--- src/rtl/vram_pkg.sv ---
// Shared types for the VRAM port: command payload and memory-slot ownership tag.
package vram_pkg;
  localparam int unsigned ADDR_W = 16;
  localparam int unsigned DATA_W = 8;

  typedef struct packed {
    logic              we;
    logic [ADDR_W-1:0] addr;
    logic [DATA_W-1:0] wdata;
  } cmd_t;

  localparam int unsigned CMD_W = $bits(cmd_t);

  typedef enum logic [1:0] {
    TAG_IDLE = 2'd0,
    TAG_VDP  = 2'd1,
    TAG_CPU  = 2'd2
  } tag_e;
endpackage

--- src/rtl/cmd_fifo.sv ---
// Synchronous FIFO with wrap-bit pointers; head entry is visible combinationally.
module cmd_fifo #(
  parameter int unsigned DEPTH = 4,
  parameter int unsigned WIDTH = 8
) (
  input  logic             clk,
  input  logic             reset,
  input  logic             i_push,
  input  logic [WIDTH-1:0] i_wdata,
  input  logic             i_pop,
  output logic [WIDTH-1:0] o_head_c,
  output logic             o_full_c,
  output logic             o_empty_c
);
  localparam int unsigned IDX_W = $clog2(DEPTH);
  localparam int unsigned PTR_W = IDX_W + 1;

  logic [WIDTH-1:0] r_mem [DEPTH];
  logic [PTR_W-1:0] r_wr_ptr;
  logic [PTR_W-1:0] r_rd_ptr;
  logic             w_push;
  logic             w_pop;

  assign w_push = i_push && !o_full_c;
  assign w_pop  = i_pop && !o_empty_c;

  always_ff @(posedge clk) begin
    if (reset) begin
      r_wr_ptr <= '0;
      r_rd_ptr <= '0;
    end else begin
      if (w_push) r_wr_ptr <= r_wr_ptr + PTR_W'(1);
      if (w_pop)  r_rd_ptr <= r_rd_ptr + PTR_W'(1);
    end
  end

  // Storage carries no reset; validity is tracked by the pointers alone.
  always_ff @(posedge clk) begin
    if (w_push) r_mem[r_wr_ptr[IDX_W-1:0]] <= i_wdata;
  end

  assign o_head_c  = r_mem[r_rd_ptr[IDX_W-1:0]];
  assign o_empty_c = (r_wr_ptr == r_rd_ptr);
  assign o_full_c  = (r_wr_ptr[PTR_W-1] != r_rd_ptr[PTR_W-1]) &&
                     (r_wr_ptr[IDX_W-1:0] == r_rd_ptr[IDX_W-1:0]);
endmodule

--- src/rtl/vram_port.sv ---
// Single-port VRAM arbiter: VDP scan-out fetches take priority, queued CPU
// commands fill the remaining slots, idle slots re-read the VDP address.
module vram_port
  import vram_pkg::*;
#(
  parameter int unsigned DEPTH = 4
) (
  input  logic              clk,
  input  logic              reset,
  input  logic [ADDR_W-1:0] vdp_addr,
  output logic [DATA_W-1:0] vdp_data,
  input  logic              cmd_valid,
  output logic              cmd_ready,
  input  logic              cmd_we,
  input  logic [ADDR_W-1:0] cmd_addr,
  input  logic [DATA_W-1:0] cmd_wdata,
  output logic              rd_done,
  output logic [DATA_W-1:0] rd_data,
  output logic [ADDR_W-1:0] mem_addr,
  output logic              mem_we,
  output logic [DATA_W-1:0] mem_wdata,
  input  logic [DATA_W-1:0] mem_rdata
);
  cmd_t              w_cmd_in;
  cmd_t              w_head;
  logic              w_full;
  logic              w_empty;
  logic              w_push;
  logic              w_vdp_pend;
  logic              w_cpu_slot;
  logic [ADDR_W-1:0] r_last_addr;
  logic              r_refresh;
  tag_e              r_tag;

  always_comb begin
    w_cmd_in.we    = cmd_we;
    w_cmd_in.addr  = cmd_addr;
    w_cmd_in.wdata = cmd_wdata;
  end

  assign cmd_ready  = !w_full;
  assign w_push     = cmd_valid && cmd_ready;
  assign w_vdp_pend = r_refresh || (vdp_addr != r_last_addr);
  assign w_cpu_slot = !w_vdp_pend && !w_empty;

  cmd_fifo #(
    .DEPTH (DEPTH),
    .WIDTH (CMD_W)
  ) u_cmd_fifo (
    .clk       (clk),
    .reset     (reset),
    .i_push    (w_push),
    .i_wdata   (w_cmd_in),
    .i_pop     (w_cpu_slot),
    .o_head_c  (w_head),
    .o_full_c  (w_full),
    .o_empty_c (w_empty)
  );

  // Slot issue: one RAM access per clock, owner recorded for the return path.
  always_ff @(posedge clk) begin
    if (reset) begin
      r_last_addr <= '0;
      r_refresh   <= 1'b1;
      r_tag       <= TAG_IDLE;
      mem_addr    <= '0;
      mem_we      <= 1'b0;
      mem_wdata   <= '0;
    end else begin
      mem_we <= 1'b0;
      if (w_vdp_pend) begin
        mem_addr    <= vdp_addr;
        r_tag       <= TAG_VDP;
        r_last_addr <= vdp_addr;
        r_refresh   <= 1'b0;
      end else if (w_cpu_slot) begin
        mem_addr <= w_head.addr;
        mem_we   <= w_head.we;
        if (w_head.we) mem_wdata <= w_head.wdata;
        // Writes return nothing, so only reads claim the return path.
        r_tag <= w_head.we ? TAG_IDLE : TAG_CPU;
      end else begin
        mem_addr <= vdp_addr;
        r_tag    <= TAG_IDLE;
      end
    end
  end

  // Return path: capture RAM data one clock after issue according to the tag.
  always_ff @(posedge clk) begin
    if (reset) begin
      vdp_data <= '0;
      rd_data  <= '0;
      rd_done  <= 1'b0;
    end else begin
      rd_done <= (r_tag == TAG_CPU);
      if (r_tag == TAG_VDP) vdp_data <= mem_rdata;
      if (r_tag == TAG_CPU) rd_data  <= mem_rdata;
    end
  end
endmodule

--- config.mk ---
export PLATFORM = sky130hd
export DESIGN_NAME = vram_port
export DESIGN_NICKNAME = d
export VERILOG_FILES = /design/src/rtl/vram_pkg.sv /design/src/rtl/cmd_fifo.sv /design/src/rtl/vram_port.sv
export SDC_FILE = /design/constraint.sdc
export NUM_CORES = 1
export LEC_CHECK = 0
export BUFFER_PORTS_ARGS = -buffer_cell sky130_fd_sc_hd__buf_2
export CORE_AREA = 2 2 111 113
export DETAILED_ROUTE_END_ITERATION = 8
export DIE_AREA = 0 0 113 115
export PLACE_DENSITY = 0.85
export RECOVER_POWER = 50
export SKIP_LAST_GASP = 1
export SYNTH_ARGS = -nofsm -noshare
export SYNTH_HDL_FRONTEND = slang
export SYNTH_HIERARCHICAL = 1
export SYNTH_SLANG_ARGS = --single-unit
--- constraint.sdc ---
create_clock -name clk -period 3.8 [get_ports clk]
set_clock_uncertainty 0.2 [all_clocks]
set_input_delay 0.38 -clock clk [delete_from_list [all_inputs] [get_ports clk]]
set_output_delay 0.38 -clock clk [all_outputs]
set_load 0.005 [all_outputs]
# After elaboration in Yosys (flattened, before gate mapping)
# Memory sizes are Yosys's and may differ from the RTL's. A register that Yosys moved wholly into a read port is not among the register bits.
# Cells that the tools add are included.
# word_totals
n_memories,1
regBits,67
mem_bits_ro,0
out_inout_bits,43
latch_bits,0
ramBits,100
# memory_table
memory,words,word_bits,rd,rd_ports_with_merged_regs,write_ports,line,source
u_cmd_fifo.r_mem,4,25,1,1,1,cmd_fifo.sv:18,logic [WIDTH-1:0] r_mem [DEPTH];
# classes
add_sub_neg,2
n_reduce_logical,11
order_cmp,0
shifts,0
n_eq_ne,6
mux,9
div,0
mul,0
n_bitwise,2
# ops
operator,n
$mux W16,2
$ne A16 B16 Y1,1
$add A3 B1 Y3 const B,2
$mux W2,3
$logic_and A1 B1 Y1,5
$mux W1,4
$eq A3 B3 Y1,1
$logic_not A1 Y1,3
$reduce_and A3 Y1,1
$reduce_or A3 Y1,1
$eq A2 B1 Y1 const B,1
$eq A2 B2 Y1,1
$eq A2 B2 Y1 const B,1
$not A1 Y1,2
$logic_or A1 B1 Y1,1
$ne A1 B1 Y1,1

# Logic depth before layout (Yosys ltp)
# depth
word_depth,7
ltp_mapped,10
ltp_nobuf,8

# By module
# The synthesis kept the hierarchy.
# modules_own_cells
mod,n_inst,cells_per_inst,area_each_um2
cmd_fifo,1,199,4177.8
vram_port,1,248,2386.0

# Worst setup path after synthesis
# Ideal clock, no wire load.
# synth_timing
path_type,reg2reg
from,reg u_cmd_fifo.r_rd_ptr[1]
to,mem u_cmd_fifo/r_mem[3][0] (netlist bit) (enable)
path_slack_ns,0.591
path_stages_with_launch,8
arrival_ns,2.586
period_less_slack_ns,3.209
path_buffers,1
cell_sequence,dfxtp_1 -> clkbuf_4 -> xnor2_1 -> nand2_1 -> nor2_1 -> nor2b_1 -> nand2_1 -> a31oi_1
# synth_via
elab_chain_cells,7
# synth_rtl
item,line,source
"start, declared",cmd_fifo.sv:20,logic [PTR_W-1:0] r_rd_ptr;
"start signal, assigned",cmd_fifo.sv:33,if (w_pop) r_rd_ptr <= r_rd_ptr + PTR_W'(1);
$eq A2 B2 Y1,cmd_fifo.sv:45,(r_wr_ptr[IDX_W-1:0] == r_rd_ptr[IDX_W-1:0]);
$logic_and A1 B1 Y1,cmd_fifo.sv:44,assign o_full_c = (r_wr_ptr[PTR_W-1] != r_rd_ptr[PTR_W-1]) &&
named net w_full,vram_port.sv:26,logic w_full;
$logic_not A1 Y1,vram_port.sv:41,assign cmd_ready = !w_full;
$logic_and A1 B1 Y1,vram_port.sv:42,assign w_push = cmd_valid && cmd_ready;
named net w_push,vram_port.sv:28,logic w_push;
$logic_and A1 B1 Y1,cmd_fifo.sv:24,assign w_push = i_push && !o_full_c;
$mux W1,cmd_fifo.sv:39,if (w_push) r_mem[r_wr_ptr[IDX_W-1:0]] <= i_wdata;
$mux W1 (implied by the code),cmd_fifo.sv:39,
"end, declared",cmd_fifo.sv:18,
# The timed path passes the listed nets, and every way through them passes these cells.

# Final worst setup path
# layout_timing
from,reg u_cmd_fifo.r_wr_ptr[1]
to,mem u_cmd_fifo/r_mem[0][14] (netlist bit) (enable)
# layout_via
elab_chain_cells,7
# layout_rtl
item,line,source
"start, declared",cmd_fifo.sv:19,logic [PTR_W-1:0] r_wr_ptr;
"start signal, assigned",cmd_fifo.sv:32,if (w_push) r_wr_ptr <= r_wr_ptr + PTR_W'(1);
$eq A2 B2 Y1,cmd_fifo.sv:45,
$logic_and A1 B1 Y1,cmd_fifo.sv:44,
named net w_full,vram_port.sv:26,
$logic_not A1 Y1,vram_port.sv:41,
$logic_and A1 B1 Y1,vram_port.sv:42,
named net w_push,vram_port.sv:28,
$logic_and A1 B1 Y1,cmd_fifo.sv:24,
$mux W1,cmd_fifo.sv:39,
$mux W1 (implied by the code),cmd_fifo.sv:39,
# The timed path passes the listed nets, and every way through them passes these cells.

==> summary.md <==
| Metric | Value |
|---|---|
| Run status | complete, but fails checks |
| Failing checks | design-rule violations, max-capacitance violations, max-slew violations |
| Final ANT Viol Nets | 0 |
| RSZ-0062 raised after global routing | no |
| R2r endpoint | u_cmd_fifo/r_mem[0][14] |
| CTS tree | done |
| Most used DFF post-synth | edfxtp_1 |
| Die area | 13000 µm² |
| CTS max path bufs | 2 |
| First-pass GRT wire length | 22300 µm |
| Dpl hpwl | 9200 µm |
| Layout cells sized above 1 | 0.212 |
| Hold Violations, Final | 0 |
| Count of input and output buffers | 94 |
| Synth-to-layout area growth | 19.3% |
| CP required | 3.67 ns |
| Commonest non-fill, non-tap cell in the layout | edfxtp_1 |
| Syn Area/Cell | 14.7 µm² |
| TritonCTS Buffers | 17 |
| Synth Register Bits | 169 |
| Syn. warnings | 6 |
| Pwr Total | 4.07 mW |
| Reg clk slew, reported paths | 0.06 ns |
| Tcrit/Tclk final | 0.784 |
| Filler instances | 793 |
| Synth unique cells | 46 |
| Setup Viol. Count Final | 0 |
| Cell Area, Synth | 6560 µm² |
| Max-slew headroom | -0.707 |
| Top-Level Pins | 95 |
| Die W | 113 µm |
| Antenna diode count | 0 |
| First-pass detailed-route iteration total | 7 |
| Maximum vdd ir drop | 0.000360 V |
| Critical path peak fanout | 25 |
| Setup CP Type | reg -> reg |
| Hold-critical path depth | 3 |
| Critical path arrival | 2.85 ns |
| Final Slew Violations | 56 |
| Syn_nets | 504 |
| Vias in the first global route | 4282 |
| CTS H-tree lvls | 4 |
| Residual DRC count | 13 |
| CORE AREA | 11800 µm² |
| Via count | 4215 |
| Worst hold slack | 0.0179 ns |
| Power per cell area | 520 nW/µm² |
| Die H | 115 µm |
| Sequential fraction of the synthesis area | 0.668 |
| Initial antenna violation count | 0 |
| Global-route usage over all layers | 0.227 |
| Post-layout nets | 616 |
| Max-Cap Viols | 1 |
| Actual slew at the worst max-slew pin | 2.56 ns |
| Initial Utilization | 0.556 |
| Syn Inst Count | 447 |
| Via/cell ratio | 5.86 |
| Clock latency on the worst-skew pair | 0.41 ns |
| Hold path startpoint | mem_rdata[1] |
| Routed wire length per instance | 19.7 µm |
| Setup WS pre-CTS | 0.896 ns |
| Grt total ovfl | 0 |
| Setup slack after layout | 0.819 ns |
| CP Capture Type | register |
| Largest net degree at the start of global routing | 56 |
| Hold Path Class | in -> reg |
| Total leakage power | 2.84 nW |
| Sink Count | 169 |
| DP Cell Count | 667 |
| Setup TNS | 0 ns |
| Non-filler instance count after layout | 719 |
| R2R Setup Slk | 0.82 ns |
| Root buffer cell | clkbuf_16 |
| CP Launch Type | register |
| Worst r2r src | u_cmd_fifo/r_wr_ptr[1] |
| Asr flop ratio synth | 0 |
| Row count | 40 |
| Fmax | 335 MHz |
| Reg2reg path depth | 8 |
| Number of synthesized flops with an enable pin | 100 |
| GPL Wtd Cong | 0.849 |
| Most frequent cells in the layout | 100 x edfxtp_1, 69 x dfxtp_1, 48 x clkbuf_1, 48 x buf_2, 25 x mux4_2 |
| First DRT Iteration DRCs | 334 |
| Final Critical Period | 2.98 ns |
| Routed wire length | 14200 µm |
| Hold EP | rd_data[1] |
## what timing repair did
item / CTS / global route
resized for setup: 0 / 0
setup buffers: 0 / 0
endpoints found under the hold margin: 76 / 1
hold buffers: 19 / 1
## cells in the mapped netlist (5+ instances only)
cell | count | area share
edfxtp_1 | 100 | 0.46
xor2_1 | 17 | 0.023
clkbuf_1 | 13 | 0.0074
a21oi_1 | 18 | 0.014
o211ai_1 | 5 | 0.0057
o31ai_1 | 8 | 0.0092
o21ai_0 | 20 | 0.015
mux4_2 | 25 | 0.086
nor2b_1 | 19 | 0.018
nor2_1 | 13 | 0.0074
inv_1 | 21 | 0.012
dfxtp_1 | 69 | 0.21
ha_1 | 5 | 0.0095
mux2i_1 | 8 | 0.012
buf_2 | 5 | 0.0038
nand2_1 | 21 | 0.012
nand4_1 | 10 | 0.0095
o41ai_1 | 14 | 0.019
## power by group
part | switching [mW] | internal, mW
registers | 0.0425 | 2.07
logic | 0.207 | 0.131
clock network | 0.696 | 0.928
## registers in the layout (all words and copies together) (netlist names), 2 cells and up, named ones only
signal / cells
rd_data: 8
vdp_data: 8
u_cmd_fifo/r_mem: 100
mem_addr: 16
u_cmd_fifo/r_wr_ptr: 3
mem_wdata: 8
r_tag: 2
u_cmd_fifo/r_rd_ptr: 3
r_last_addr: 16
## critical path: stages (launching register included)
cell and delay, ns:
dfxtp_1 0.52, xnor2_1 0.27, nand2_1 0.27, nor2_1 0.10, nor2b_1 0.36, inv_1 0.11, a31oi_1 0.25, and2_1 0.18
buf_4 0.35
## final cells by class
type	count	area (µm²)	area share
tap	147	184	0.0235
clock inverter	12	116	0.0149
timing repair buffer	124	688	0.0879
multi-input combinational	225	1930	0.246
inverter	22	82.6	0.0105
clock buffer	20	447	0.0570
sequential	169	4380	0.560
## worst max-delay path by stage
stage	slack (ns)	endpoint	start	cells after the start
after floorplan	0.59	u_cmd_fifo/r_mem[3][0]	u_cmd_fifo/r_rd_ptr[1]	7
after global placement	1.17	u_cmd_fifo/r_mem[0][14]	u_cmd_fifo/r_wr_ptr[1]	8
after detailed placement	0.90	u_cmd_fifo/r_mem[0][16]	u_cmd_fifo/r_wr_ptr[1]	8
after CTS	0.88	u_cmd_fifo/r_mem[0][8]	u_cmd_fifo/r_wr_ptr[1]	8
after global routing	0.60	u_cmd_fifo/r_mem[0][5]	u_cmd_fifo/r_wr_ptr[1]	8
final	0.82	u_cmd_fifo/r_mem[0][14]	u_cmd_fifo/r_wr_ptr[1]	8
## per-stage QoR
step	utilization	area, µm²
after detailed placement	0.603	7130
after floorplan	-	6560
after global routing	0.663	7830
after CTS	0.667	7880
after global placement	0.603	7130
final	0.663	7830
## layer usage
metal,track usage,vias up,wire (µm)
met1,0.289,2046,5820
li1,-,1909,-
met2,0.390,223,7010
met4,0.0756,0,301
met5,0,-,0
met3,0.0501,37,1060
## logic make-up after synthesis
kind of cell	after synthesis	synth area share
AO/OA/AOI/OAI	76	0.0782
AND/OR/NAND/NOR	90	0.0795
multiplexers	33	0.0980
buffers and inverters	53	0.0389
XOR/XNOR	21	0.0280
adder cells (fa/ha/maj)	5	0.00953
flip-flops	169	0.668
Note: power is estimated with default switching activity, not from simulation.
